--- src/rtl/uat_tx.sv ---
// UART transmitter: one-entry holding register feeding a start/data/stop serialiser.
// Defining UAT_PARITY_EN inserts an even-parity bit between the data bits and the stop bit.
module uat_tx #(
  parameter int CLKS_PER_BIT = 8,
  parameter int DATA_BITS    = 8
) (
  input  logic                 clk,
  input  logic                 gl_reset_n,
  input  logic [DATA_BITS-1:0] dIn,
  input  logic                 dValid,
  output logic                 dReady,
  output logic                 dOut,
  output logic                 busy
);

  localparam int CW = (CLKS_PER_BIT > 1) ? $clog2(CLKS_PER_BIT) : 1;
  localparam logic [CW-1:0] CNT_LAST = CW'(CLKS_PER_BIT - 1);
  localparam logic [2:0]    IDX_LAST = 3'(DATA_BITS - 1);

  typedef enum logic [2:0] {IDLE, START, DATA, PARITY, STOP} state_t;

  state_t               state, state_n;
  logic [CW-1:0]        cnt, cnt_n;
  logic [2:0]           idx, idx_n;
  logic [DATA_BITS-1:0] shifter, shifter_n;
  logic [DATA_BITS-1:0] hold, hold_n;
  logic                 hold_full, hold_full_n;
  logic                 dout_r, dout_n;
  logic                 last;
`ifdef UAT_PARITY_EN
  logic                 par, par_n;
`endif

  assign last   = (cnt == CNT_LAST);
  assign dOut   = dout_r;
  assign dReady = ~hold_full;
  assign busy   = (state != IDLE) || hold_full;

  always_ff @(posedge clk or negedge gl_reset_n) begin
    if (!gl_reset_n) begin
      state     <= IDLE;
      cnt       <= '0;
      idx       <= '0;
      shifter   <= '0;
      hold      <= '0;
      hold_full <= 1'b0;
      dout_r    <= 1'b1;
`ifdef UAT_PARITY_EN
      par       <= 1'b0;
`endif
    end else begin
      state     <= state_n;
      cnt       <= cnt_n;
      idx       <= idx_n;
      shifter   <= shifter_n;
      hold      <= hold_n;
      hold_full <= hold_full_n;
      dout_r    <= dout_n;
`ifdef UAT_PARITY_EN
      par       <= par_n;
`endif
    end
  end

  // dOut is computed for the state being entered, so the line is a clean flop output.
  always_comb begin
    state_n     = state;
    cnt_n       = cnt;
    idx_n       = idx;
    shifter_n   = shifter;
    hold_n      = hold;
    hold_full_n = hold_full;
    dout_n      = dout_r;
`ifdef UAT_PARITY_EN
    par_n       = par;
`endif

    // Acceptance and hold-to-shifter transfer are mutually exclusive on hold_full.
    if (dValid && !hold_full) begin
      hold_n      = dIn;
      hold_full_n = 1'b1;
    end

    case (state)
      IDLE: begin
        cnt_n  = '0;
        dout_n = 1'b1;
        if (hold_full) begin
          shifter_n   = hold;
          hold_full_n = 1'b0;
          state_n     = START;
          dout_n      = 1'b0;
`ifdef UAT_PARITY_EN
          par_n       = ^hold;
`endif
        end
      end
      START: begin
        cnt_n = cnt + CW'(1);
        if (last) begin
          cnt_n   = '0;
          idx_n   = '0;
          state_n = DATA;
          dout_n  = shifter[0];
        end
      end
      DATA: begin
        cnt_n = cnt + CW'(1);
        if (last) begin
          cnt_n     = '0;
          shifter_n = shifter >> 1;
          if (idx == IDX_LAST) begin
`ifdef UAT_PARITY_EN
            state_n = PARITY;
            dout_n  = par;
`else
            state_n = STOP;
            dout_n  = 1'b1;
`endif
          end else begin
            idx_n  = idx + 3'd1;
            dout_n = shifter[1];
          end
        end
      end
`ifdef UAT_PARITY_EN
      PARITY: begin
        cnt_n = cnt + CW'(1);
        if (last) begin
          cnt_n   = '0;
          state_n = STOP;
          dout_n  = 1'b1;
        end
      end
`endif
      STOP: begin
        cnt_n = cnt + CW'(1);
        if (last) begin
          cnt_n = '0;
          if (hold_full) begin
            shifter_n   = hold;
            hold_full_n = 1'b0;
            state_n     = START;
            dout_n      = 1'b0;
`ifdef UAT_PARITY_EN
            par_n       = ^hold;
`endif
          end else begin
            state_n = IDLE;
            dout_n  = 1'b1;
          end
        end
      end
      default: begin
        state_n = IDLE;
        cnt_n   = '0;
        dout_n  = 1'b1;
      end
    endcase
  end

endmodule

--- config.mk ---
export PLATFORM = sky130hd
export DESIGN_NAME = uat_tx
export DESIGN_NICKNAME = d
export VERILOG_FILES = /design/src/rtl/uat_tx.sv
export SDC_FILE = /design/constraint.sdc
export NUM_CORES = 1
export LEC_CHECK = 0
export ABC_AREA = 1
export CORE_MARGIN = 5
export CORE_UTILIZATION = 55
export CTS_CLUSTER_DIAMETER = 40
export DETAILED_ROUTE_END_ITERATION = 6
export PLACE_DENSITY = 0.75
export SYNTH_ARGS = -nofsm -noshare
export SYNTH_HDL_FRONTEND = slang
export SYNTH_SLANG_ARGS = --single-unit
--- constraint.sdc ---
create_clock -name clk -period 4.1 [get_ports clk]
set_input_delay 0.82 -clock clk [delete_from_list [all_inputs] [get_ports clk]]
set_output_delay 0.82 -clock clk [all_outputs]
set_load 0.02 [all_outputs]
Yosys cells after proc, flatten, opt, wreduce, memory -nomap -nowiden

Index checks and enable logic that the tools add are counted.

Memory bits (writable): 0
Bits of input ports: 11
Register bits: 27
Bits in latches: 0
Bits in read-only memories: 0
Memories: 0

Equality and inequality tests: 11
Reductions and logical operators: 12
Bitwise operators: 1
Divide/modulo/power cells: 0
Shift-type cells: 0
Add/subtract/negate cells: 2
Order comparisons: 0
$mul: 0
Muxes and demuxes: 27

Operators with widths:

| operator            | number |
|---|---|
| $mux 3              | 10 |
| $mux 8              | 3 |
| $pmux 8 s3          | 1 |
| $ne 2x2->1 const B  | 6 |
| $pmux 3 s4          | 1 |
| $eq 3x3->1 const B  | 3 |
| $mux 1              | 9 |
| $add 3x1->3 const B | 2 |
| $pmux 3 s2          | 1 |
| $reduce_and 3->1    | 2 |
| $reduce_bool 3->1   | 2 |
| $reduce_and 5->1    | 1 |
| $pmux 1 s4          | 1 |
| $reduce_and 4->1    | 1 |
| $eq 3x1->1 const B  | 1 |
| $eq 3x2->1 const B  | 1 |
| $logic_not 3->1     | 1 |
| $reduce_or 3->1     | 1 |
| $pmux 1 s2          | 1 |
| $reduce_bool 2->1   | 1 |
| $logic_and 1x1->1   | 1 |
| $logic_not 1->1     | 1 |
| $logic_or 1x1->1    | 1 |
| $not 1->1           | 1 |

Longest topological paths before layout

Depth in word-level cells: 6
Depth in mapped cells: 10
Mapped depth without buffers: 10

Worst setup path after synthesis

No wires, ideal clock.

Path type: reg-to-output
Start point: register hold_full
End point: output port busy
Arrival time: 0.967 ns
Required time: 3.280 ns
Slack: 2.313 ns
Stages on the path, launching flop included: 3
Path through: dfrtp_1 -> inv_1 -> nand3_1

Word-level cells in the longest chain between the ends: 1

RTL lines:

| element                  | line | text |
|---|---|---|
| start: declaration       | 27   | `logic hold_full, hold_full_n;` |
| start signal: assignment | 57   | `hold_full <= hold_full_n;` |
| $logic_or 1x1->1         | 37   | `assign busy = (state != IDLE) \|\| hold_full;` |
| end: declaration         | 13   | `output logic busy` |

No other way between the ends.

Final worst setup path

Start point: register state[1]
End point: output port busy

Word-level cells in the longest chain between the ends: 2

RTL lines:

| element                  | line | text |
|---|---|---|
| start: declaration       | 22   | `state_t state, state_n;` |
| start signal: assignment | 52   | `state <= state_n;` |
| $reduce_bool 3->1        | 37   |  |
| $logic_or 1x1->1         | 37   |  |

No other way between the ends.

==> flow_metrics.env <==
export IMPL_grt_usage_pct=15.2
export IMPL_crit_buf_inv=1
export IMPL_final_common_cell="nand2_1"
export IMPL_grt_max_degree=28
export IMPL_leakage_nw=0.821
export IMPL_maxSlewHeadroom_pct=76.7
export IMPL_die_area_um2=3560
export IMPL_whs_endpoint="dOut"
export IMPL_ff2ff_setup_slack_ns=2.57
export IMPL_ys_ff_latch=27
export IMPL_finalSetupViolCount=0
export IMPL_gp_congestion=0.894
export IMPL_p_int_mw=0.652
export IMPL_clkSinkCount=27
export IMPL_cts_htree_levels=1
export IMPL_numPortBuffers=13
export IMPL_synth_nets=171
export IMPL_synthesis_area_um2=1360
export IMPL_max_freq_mhz=392
export IMPL_nFillCells=212
export IMPL_drc=0
export IMPL_grt_pass1_wl_um=4150
export IMPL_path_depth=3
export IMPL_drt_first_iter_violations=37
export IMPL_n_antenna_cell=0
export IMPL_required_ns=3.28
export IMPL_cts_clk_slew_worst_paths_ns=0.15
export IMPL_grt_pass1_vias=959
export IMPL_row_count=18
export IMPL_cts_path_max_buffers=2
export IMPL_reg2regPathDepth=8
export IMPL_worst_path_max_delay_cell="clkdlybuf4s50_1"
export IMPL_pwr_share_seq_pct=38.9
export IMPL_min_period_ns=2.55
export IMPL_slew_violations=0
export IMPL_drive_above_1_share_pct=18.0
export IMPL_p_per_area_nw_per_um2=742
export IMPL_rsz0062_at_grt="no"
export IMPL_start_util_pct=56.3
export IMPL_switching_share_pct=43.6
export IMPL_clock_skew_ns=0.00288
export IMPL_viasPerCell=5.02
export IMPL_hold_viol=0
export IMPL_arrival_ns=1.73
export IMPL_ir_worst_vdd_v=0.000453
export IMPL_antenna_found_initial=0
export IMPL_drtPass1Iterations=4
export IMPL_critPathMaxStageDelay_ns=0.57
export IMPL_netSwitchingPower_mw=0.504
export IMPL_worstPathMaxFanout=4
export IMPL_dp_hpwl_um=1800
export IMPL_cpLargestDelayFamily="buffers and inverters"
export IMPL_insertion_delay_ns=0.32
export IMPL_hold_path_class="flip-flop to flip-flop"
export IMPL_routedWlPerCell_um=11.6
export IMPL_die_w_um=59.7
export IMPL_postSynth_asyncResetShare_pct=100
export IMPL_post_route_period_util_pct=62.3
export IMPL_ys_flop_type="dfrtp_1"
export IMPL_ys_warn_count=0
export IMPL_clock_root_buffer="clkbuf_4"
export IMPL_ios=14
export IMPL_cts_setup_buffers=0
export IMPL_final_cell_mix="66 x nand2_1, 26 x dfrtp_1, 13 x clkdlybuf4s50_1"
export IMPL_cts_resized=0
export IMPL_p_clk_share_pct=10.3
export IMPL_worstSetupEndpointType="output pin"
export IMPL_worstMarginPinSlew_ns=0.349
export IMPL_overflow=0
export IMPL_fin_tns_setup_ns=0
export IMPL_hold_buffers=0
export IMPL_hold_ws_ns=0.479
export IMPL_vias=1015
export IMPL_min_path_cells=2
export IMPL_reg2reg_to="shifter[5]"
export IMPL_num_nets_final=189
export IMPL_synth_edf_count=0
export IMPL_yosysSeqAreaShare_pct=49.9
export IMPL_cts_tree="yes"
export IMPL_drtAntennaViolNets=0
export IMPL_die_y_um=59.7
export IMPL_syn_avg_cell_area_um2=8.75
export IMPL_path_class="flip-flop to output pin"
export IMPL_rr_startpoint="cnt[0]"
export IMPL_coreArea_um2=2410
export IMPL_syn_to_final_growth_pct=14.8
export IMPL_min_from="dOut"
export IMPL_numCtsBuffers=3
export IMPL_yosys_cell_types_count=22
export IMPL_crit_chain="nor2_2 -> nand3_1 -> clkdlybuf4s50_1"
export IMPL_status="complete, no violations"
export IMPL_maxCapViolations=0
export IMPL_start_kind="flip-flop"
export IMPL_wl_um=2340
export IMPL_netlist_instances=155
export IMPL_combinationalPowerShare_pct=50.8
==> how the worst max path moves through the flow <==
stage,to,slack (ns),startpoint
3_5_place_dp,busy,1.90,state[1]
3_3_place_gp,busy,1.96,state[1]
5_1_grt,busy,1.40,state[1]
4_1_cts,busy,1.52,state[1]
6_report,busy,1.55,state[1]
2_1_floorplan,busy,2.31,hold_full
==> worst min-delay path, stage by stage, from the launching register on <==
cell     delay, ns
dfstp_2       0.40
nand2_1       0.05
nand2_1       0.05
==> synthesized netlist by cell type, types with 2 or more instances <==
master / instances / share of area, %
nand2_1: 66 / 18
nor2_2: 3 / 1.4
inv_2: 8 / 2.2
nand4_1: 2 / 0.92
ha_1: 5 / 4.6
nand3_1: 9 / 3.3
mux2_2: 8 / 6.6
nand2_2: 2 / 0.92
inv_1: 9 / 2.5
nor2_1: 2 / 0.55
o21ai_0: 2 / 0.74
o21ai_1: 4 / 1.5
dfrtp_1: 26 / 48
==> metal layers <==
| layer | vias up | wire length, µm | part of all wire [%] | GRT usage, % |
|---|---|---|---|---|
| li1 | 523 | - | - | - |
| met2 | 15 | 1080 | 46 | 23.3 |
| met4 | 0 | 30 | 1.3 | 4.75 |
| met5 | - | 0 | 0 | 0 |
| met1 | 473 | 1140 | 49 | 21.6 |
| met3 | 4 | 85 | 3.6 | 2.81 |
==> state kept, by name, summed over array words and instances, names as in the netlist <==
name / cells
cnt: 3
dOut: 1
hold: 8
hold_full: 1
idx: 3
shifter: 8
state: 3
==> power by group through the flow <==
stage / combinational (mW) / sequential, mW / clock (mW)
2_1_floorplan: 0.462 / 0.446 / 0
3_3_place_gp: 0.585 / 0.448 / 0
3_5_place_dp: 0.594 / 0.458 / 0
4_1_cts: 0.596 / 0.451 / 0.124
5_1_grt: 0.678 / 0.463 / 0.131
6_report: 0.587 / 0.450 / 0.119
==> through the flow <==
stage	total power [mW]	setup WS, ns	util, %	cell area (µm²)	std cells
CTS	1.17	1.52	64.6	1560	202
detailed placement	1.05	1.90	63.3	1530	198
global placement	1.03	1.96	63.3	1530	198
floorplan	0.908	2.31	-	1360	155
global route	1.27	1.40	64.6	1560	202
finish	1.16	1.55	64.6	1560	202
==> cell type report <==
type / count / area (µm²) / share of cell area (%)
Inverter: 17 / 63.8 / 4.10
Sequential cell: 27 / 677 / 43.5
Multi-Input combinational cell: 110 / 611 / 39.2
Clock inverter: 1 / 7.51 / 0.482
Clock buffer: 3 / 22.5 / 1.45
Timing Repair Buffer: 14 / 138 / 8.84
Tap cell: 30 / 37.5 / 2.41
==> logic make-up (layout without fill, tap and decap cells) <==
family | count (synthesis) | after routing | synth area share [%]
compound gates | 9 | 9 | 5.17
fa+ha+maj | 5 | 5 | 4.61
buf+inv | 18 | 35 | 5.07
flops | 27 | 27 | 49.9
mux | 8 | 8 | 6.64
simple gates | 88 | 88 | 28.6
Power figures use the tool's default switching activity.
